--- src/rtl/dds_rom_reader_if.sv ---
`default_nettype none
// ============================================================================
//  Module   : dds_rom_reader_if
//  Purpose  : Bundles the control inputs, the waveform-ROM port and the
//             output sample stream of dds_rom_reader.
//  Ports    : en, freq_word, freq_load, phase_offset, phase_clr (control)
//             rom_addr / rom_data                              (ROM port)
//             out_data, out_valid, out_ready                   (stream)
//  Modports : slave  - the DDS reader itself
//             master - the surrounding system (controls, ROM, sink)
//  Revision : 1.0  initial release
// ============================================================================
interface dds_rom_reader_if #(
    parameter int PHASE_WIDTH = 32,
    parameter int ADDR_WIDTH  = 10,
    parameter int DATA_WIDTH  = 8
);
    logic                   en;
    logic [PHASE_WIDTH-1:0] freq_word;
    logic                   freq_load;
    logic [PHASE_WIDTH-1:0] phase_offset;
    logic                   phase_clr;
    logic [ADDR_WIDTH-1:0]  rom_addr;
    logic [DATA_WIDTH-1:0]  rom_data;
    logic [DATA_WIDTH-1:0]  out_data;
    logic                   out_valid;
    logic                   out_ready;

    modport slave (
        input  en, freq_word, freq_load, phase_offset, phase_clr,
        input  rom_data, out_ready,
        output rom_addr, out_data, out_valid
    );

    modport master (
        output en, freq_word, freq_load, phase_offset, phase_clr,
        output rom_data, out_ready,
        input  rom_addr, out_data, out_valid
    );
endinterface
`default_nettype wire

--- src/rtl/dds_rom_reader.sv ---
`default_nettype none
// ============================================================================
//  Module   : dds_rom_reader
//  Purpose  : DDS phase accumulator that addresses a synchronous-read
//             waveform ROM and delivers the samples on a valid/ready stream
//             through a 4-entry FIFO. Reads are only issued when the FIFO is
//             guaranteed to have room for them, so backpressure never drops
//             or duplicates a sample.
//  Ports    : clk  - clock, rising edge
//             rst  - synchronous active-high reset
//             bus  - dds_rom_reader_if.slave (controls, ROM port, stream)
//  Revision : 1.0  initial release
// ============================================================================
module dds_rom_reader #(
    parameter int PHASE_WIDTH = 32,
    parameter int ADDR_WIDTH  = 10,
    parameter int DATA_WIDTH  = 8
) (
    input  wire logic          clk,
    input  wire logic          rst,
    dds_rom_reader_if.slave    bus
);

    localparam int         c_DEPTH   = 4;
    localparam logic [2:0] c_DEPTH_W = 3'd4;

    logic [PHASE_WIDTH-1:0] r_acc;
    logic [PHASE_WIDTH-1:0] r_freq;
    logic [ADDR_WIDTH-1:0]  r_rom_addr;
    logic                   r_v1;       // address issued, ROM read in progress
    logic                   r_v2;       // rom_data holds a sample this cycle
    logic [DATA_WIDTH-1:0]  r_mem [c_DEPTH];
    logic [1:0]             r_wr_ptr;
    logic [1:0]             r_rd_ptr;
    logic [2:0]             r_count;

    logic [2:0]             w_reserved;
    logic                   w_issue;
    logic                   w_push;
    logic                   w_pop;
    logic [PHASE_WIDTH-1:0] w_phase;
    logic                   w_unused;

    // Slots already spoken for: buffered samples plus reads still in flight.
    // A simultaneous pop is deliberately not credited so the decision never
    // depends combinationally on out_ready.
    assign w_reserved = r_count + {2'b00, r_v1} + {2'b00, r_v2};
    assign w_issue    = bus.en && (w_reserved < c_DEPTH_W);
    assign w_phase    = r_acc + bus.phase_offset;
    assign w_push     = r_v2;
    assign w_pop      = (r_count != 3'd0) && bus.out_ready;

    // Only the top bits of the phase address the table; the fraction is
    // intentionally dropped.
    assign w_unused   = ^w_phase;

    assign bus.rom_addr  = r_rom_addr;
    assign bus.out_data  = r_mem[r_rd_ptr];
    assign bus.out_valid = (r_count != 3'd0);

    // Phase accumulator, tuning word and address register
    always_ff @(posedge clk) begin
        if (rst) begin
            r_acc      <= '0;
            r_freq     <= '0;
            r_rom_addr <= '0;
            r_v1       <= 1'b0;
            r_v2       <= 1'b0;
        end else begin
            if (bus.freq_load) begin
                r_freq <= bus.freq_word;
            end
            // The address issued this cycle always uses the old accumulator;
            // a clear only affects what is issued afterwards.
            if (w_issue) begin
                r_rom_addr <= w_phase[PHASE_WIDTH-1 -: ADDR_WIDTH];
            end
            if (bus.phase_clr) begin
                r_acc <= '0;
            end else if (w_issue) begin
                r_acc <= r_acc + r_freq;
            end
            r_v1 <= w_issue;
            r_v2 <= r_v1;
        end
    end

    // Output FIFO
    always_ff @(posedge clk) begin
        if (rst) begin
            for (int i = 0; i < c_DEPTH; i++) begin
                r_mem[i] <= '0;
            end
            r_wr_ptr <= '0;
            r_rd_ptr <= '0;
            r_count  <= '0;
        end else begin
            if (w_push) begin
                r_mem[r_wr_ptr] <= bus.rom_data;
                r_wr_ptr        <= r_wr_ptr + 2'd1;
            end
            if (w_pop) begin
                r_rd_ptr <= r_rd_ptr + 2'd1;
            end
            case ({w_push, w_pop})
                2'b10:   r_count <= r_count + 3'd1;
                2'b01:   r_count <= r_count - 3'd1;
                default: r_count <= r_count;
            endcase
        end
    end

    // Space is reserved before a read is issued, so a write into a full
    // FIFO can only mean the issue rule is broken.
    always_ff @(posedge clk) begin
        if (!rst) begin
            assert (!(w_push && (r_count == c_DEPTH_W)));
        end
    end

endmodule
`default_nettype wire

--- src/flat_wrapper.sv ---
// flat-port wrapper written by rule: the top's interface ports become plain ports
module dds_rom_reader_flat 
#(
    parameter int PHASE_WIDTH = 32,
    parameter int ADDR_WIDTH  = 10,
    parameter int DATA_WIDTH  = 8
)
  (clk, rst, bus_en, bus_freq_word, bus_freq_load, bus_phase_offset, bus_phase_clr, bus_rom_data, bus_out_ready, bus_rom_addr, bus_out_data, bus_out_valid);
  dds_rom_reader_if #(.PHASE_WIDTH(PHASE_WIDTH), .ADDR_WIDTH(ADDR_WIDTH), .DATA_WIDTH(DATA_WIDTH)) bus_i ();
  input  wire logic clk;
  input  wire logic rst;
  input wire logic [$bits(bus_i.en)-1:0] bus_en;
  input wire logic [$bits(bus_i.freq_word)-1:0] bus_freq_word;
  input wire logic [$bits(bus_i.freq_load)-1:0] bus_freq_load;
  input wire logic [$bits(bus_i.phase_offset)-1:0] bus_phase_offset;
  input wire logic [$bits(bus_i.phase_clr)-1:0] bus_phase_clr;
  input wire logic [$bits(bus_i.rom_data)-1:0] bus_rom_data;
  input wire logic [$bits(bus_i.out_ready)-1:0] bus_out_ready;
  output wire logic [$bits(bus_i.rom_addr)-1:0] bus_rom_addr;
  output wire logic [$bits(bus_i.out_data)-1:0] bus_out_data;
  output wire logic [$bits(bus_i.out_valid)-1:0] bus_out_valid;
  assign bus_i.en = bus_en;
  assign bus_i.freq_word = bus_freq_word;
  assign bus_i.freq_load = bus_freq_load;
  assign bus_i.phase_offset = bus_phase_offset;
  assign bus_i.phase_clr = bus_phase_clr;
  assign bus_i.rom_data = bus_rom_data;
  assign bus_i.out_ready = bus_out_ready;
  assign bus_rom_addr = bus_i.rom_addr;
  assign bus_out_data = bus_i.out_data;
  assign bus_out_valid = bus_i.out_valid;
  dds_rom_reader #(.PHASE_WIDTH(PHASE_WIDTH), .ADDR_WIDTH(ADDR_WIDTH), .DATA_WIDTH(DATA_WIDTH)) u_core (.clk(clk), .rst(rst), .bus(bus_i));
endmodule
--- config.mk ---
export PLATFORM = sky130hd
export DESIGN_NAME = dds_rom_reader_flat
export DESIGN_NICKNAME = d
export VERILOG_FILES = /design/src/rtl/dds_rom_reader_if.sv /design/src/rtl/dds_rom_reader.sv /design/src/flat_wrapper.sv
export SDC_FILE = /design/constraint.sdc
export NUM_CORES = 1
export LEC_CHECK = 0
export CAP_MARGIN = 40
export CORE_MARGIN = 4
export CORE_UTILIZATION = 50
export CTS_CLUSTER_DIAMETER = 200
export CTS_CLUSTER_SIZE = 28
export DETAILED_ROUTE_END_ITERATION = 8
export DONT_BUFFER_PORTS = 1
export MAX_ROUTING_LAYER = met4
export SLEW_MARGIN = 20
export SYNTH_ARGS = -nofsm -noshare
export SYNTH_HDL_FRONTEND = slang
export SYNTH_SLANG_ARGS = --single-unit
--- constraint.sdc ---
create_clock -name clk -period 3.7 [get_ports clk]
set_input_delay 1.11 -clock clk [delete_from_list [all_inputs] [get_ports clk]]
set_output_delay 1.11 -clock clk [all_outputs]
set_load 0.01 [all_outputs]
==> out/metrics.cfg <==
[status]
outcome = finished clean

[timing]
fin_worst_skew_ns = 0.00851
min_period_over_period = 0.829
finalHoldViolCount = 0
worst_slack_ns = 0.631
relSlewSlack = 0.481
fmax_mhz = 326
rsz0062_at_grt = false
worst_pin_slew_ns = 0.759
fin_setup_tns_ns = 0
setup_viol = 0
min_period_ns = 3.07
finalMaxSlewViolations = 0

[hold_path]
worstHoldStart = u_core.r_v1$_SDFF_PP0_
min_path_type = register to register
worstHoldPathCells = 1
min_to = u_core.r_v2$_SDFF_PP0_

[grt]
grt_util_all_layers = 0.242
grt_overflow_total = 0
grt_pass1_wl_um = 30000
grt_max_degree = 59
antenna_found_initial = 0
grt_pass1_vias = 5832

[logic_synthesis]
synth-edff-count = 32
yosys.area.top_type_share = 0.238
yosys_warnings = 0
synth_area_leaders = dfxtp_1 (24%), edfxtp_1 (13%), ha_1 (11%)
syn_avg_cell_area_um2 = 9.13
synth_area_um2 = 7140
synth-async-reset-ratio = 0
yosysSeqAreaShare = 0.373
synth-seq-cells = 117
synth_cells = 782
mappedNetlistNets = 925
ys_types = 64
synth.largest_area_cell = dfxtp_1
ys.flop_type = dfxtp_1

[placed_design]
place.detailed.hpwl_um = 13400
place_ws_ns = 0.239
port_buffers = 0
routabilityCongestion = 0.986

[drt]
vias = 5813
wl_per_cell_um = 19.1
ant_nets = 0
drt_wl_total_um = 18500
drt_first_pass_iters = 5
drc = 0
vias_per_cell = 6.00
first_iter_violations = 371

[setup_path]
cp-end-kind = register
r2r_setup_slack_ns = 0.63
worstPathArrival_ns = 3.41
required_ns = 4.04
r2r-end = u_core.r_acc[30]$_SDFFE_PP0P_
reg2reg_depth = 10
start_kind = register
worstSetupPathType = register to register
r2r-start = u_core.r_acc[0]$_SDFFE_PP0P_
path_max_fanout = 3

[power_and_ir_drop]
pwr_density_cell_nw_per_um2 = 453
pwr-share-comb = 0.137
peakVddDrop_mv = 0.378
clkPwrFrac = 0.451
intPower_mw = 2.61
switching_share = 0.269
power.share.sequential = 0.413
p_leak_nw = 3.42
power_switching_mw = 0.963

[clocking]
numCtsBuffers = 17
clockBufferDepth = 2
htreeDepth = 4
clk_pin_slew_ns = 0.06
clock_latency_ns = 0.42
ctsRootBufferMaster = clkbuf_16
cts.sinks = 117
cts_hold_buffers = 0
post_cts_buffers = 0
cts_resized = 0
cts_tree = built

[floorplan]
dieArea_um2 = 16300
rows = 43
num_io_pins = 97
fp.dieW_um = 127
die_h_um = 127
core_area_um2 = 13900
start_util = 0.512

[cells_and_area]
final_cell_mix = dfxtp_1 (85), nand2_1 (83), nor2_1 (72)
diodes = 0
layout_commonest_cell = dfxtp_1
syn2layout_area_growth_pct = 10.4
nets = 919
fillers = 1246
drive_above_1_share = 0.0760

[job]
max_cap_violations = 0

## stage by stage
| stage | power (mW) | area, um^2 | hold WS (ns) | std cells | util |
|---|---|---|---|---|---|
| floorplan | 1.89 | 7140 | 0.438 | 782 | - |
| global placement | 1.98 | 7310 | 0.457 | 937 | 0.524 |
| detailed placement | 1.99 | 7310 | 0.454 | 937 | 0.524 |
| CTS | 3.61 | 7890 | 0.470 | 969 | 0.566 |
| global route | 3.73 | 7890 | 0.479 | 969 | 0.566 |
| finish | 3.57 | 7890 | 0.468 | 969 | 0.566 |
## worst max path at each step
| stage | cells after the start | startpoint | to | slack [ns] |
|---|---|---|---|---|
| 5_1_grt | 9 | bus_phase_offset[4] | u_core.bus.rom_addr[9]$_SDFFE_PP0P_ | 0.44 |
| 4_1_cts | 9 | u_core.r_acc[6]$_SDFFE_PP0P_ | u_core.r_acc[31]$_SDFFE_PP0P_ | 0.61 |
| 3_3_place_gp | 9 | bus_phase_offset[4] | u_core.bus.rom_addr[9]$_SDFFE_PP0P_ | 0.29 |
| 6_report | 10 | u_core.r_acc[0]$_SDFFE_PP0P_ | u_core.r_acc[30]$_SDFFE_PP0P_ | 0.63 |
| 3_5_place_dp | 9 | bus_phase_offset[4] | u_core.bus.rom_addr[9]$_SDFFE_PP0P_ | 0.24 |
| 2_1_floorplan | 10 | bus_phase_offset[22] | u_core.bus.rom_addr[9]$_SDFFE_PP0P_ | 0.52 |
## cell usage after synthesis, types with 4 or more instances
master,instances
dfxtp_1,85
nand2_1,83
nor2_1,72
a21oi_1,70
ha_1,63
mux2i_1,34
edfxtp_1,32
a21o_1,30
o21ai_0,28
and2_1,26
clkbuf_1,24
xnor2_1,23
nand3_1,21
and3_1,15
inv_1,15
xor2_1,13
a31oi_1,10
buf_1,9
nor3_1,9
mux4_2,8
o31ai_1,8
a211oi_1,7
nand4_1,7
o21a_1,7
o211ai_1,6
a2111oi_0,5
o21bai_1,5
nor3b_1,4
or2_2,4
or3_1,4
## final cells by class
class	count	area, um^2	share of cell area
inverter	16	60.1	0.00762
tap	180	225	0.0286
timing repair buffer	11	82.6	0.0105
clock inverter	12	130	0.0165
clock buffer	20	447	0.0566
multi-input combinational	613	4280	0.543
sequential	117	2660	0.338
## state kept, by name (all words and copies together) (netlist names), named ones only
name	cells
u_core.r_v2	1
u_core.r_mem	32
u_core.r_acc	32
u_core.r_rd_ptr	2
u_core.r_freq	32
u_core.r_count	3
u_core.bus.rom_addr	10
u_core.r_v1	1
u_core.r_wr_ptr	2
## kinds of logic (layout without fill, tap and decap cells)
logic type | count (synthesis) | after routing | share of synthesized area
and+or+nand+nor | 264 | 264 | 0.177
AOI/OAI and AO/OA | 206 | 206 | 0.189
DFF | 117 | 117 | 0.373
adders and majority gates | 65 | 65 | 0.116
buffers and inverters | 52 | 59 | 0.0279
muxes | 42 | 42 | 0.0729
xor gates and xnor gates | 36 | 36 | 0.0442
## metal layers
| layer | share of wire | track usage | vias up |
|---|---|---|---|
| li1 | - | - | 2864 |
| met1 | 0.44 | 0.291 | 2782 |
| met2 | 0.48 | 0.392 | 140 |
| met3 | 0.063 | 0.0719 | 27 |
| met4 | 0.020 | 0.0770 | 0 |
| met5 | 0 | - | - |
## power groups by stage
stage	combinational (mW)	clock [mW]	sequential (mW)
final	0.489	1.61	1.47
after CTS	0.491	1.64	1.48
after detailed placement	0.488	0	1.50
after floorplan	0.430	0	1.46
after global routing	0.542	1.70	1.49
after global placement	0.475	0	1.50
## critical path, cell delays in order, from the launching register on
cell and delay (ns):
dfxtp_1 0.35, ha_1 0.20, fa_1 0.22, a21oi_1 0.10, o31ai_1 0.44, a21boi_0 0.22, a21oi_1 0.40, nand4_1 0.29
a211oi_1 0.42, nor4_1 0.11, o31ai_1 0.22
Power figures use the tool's default switching activity.
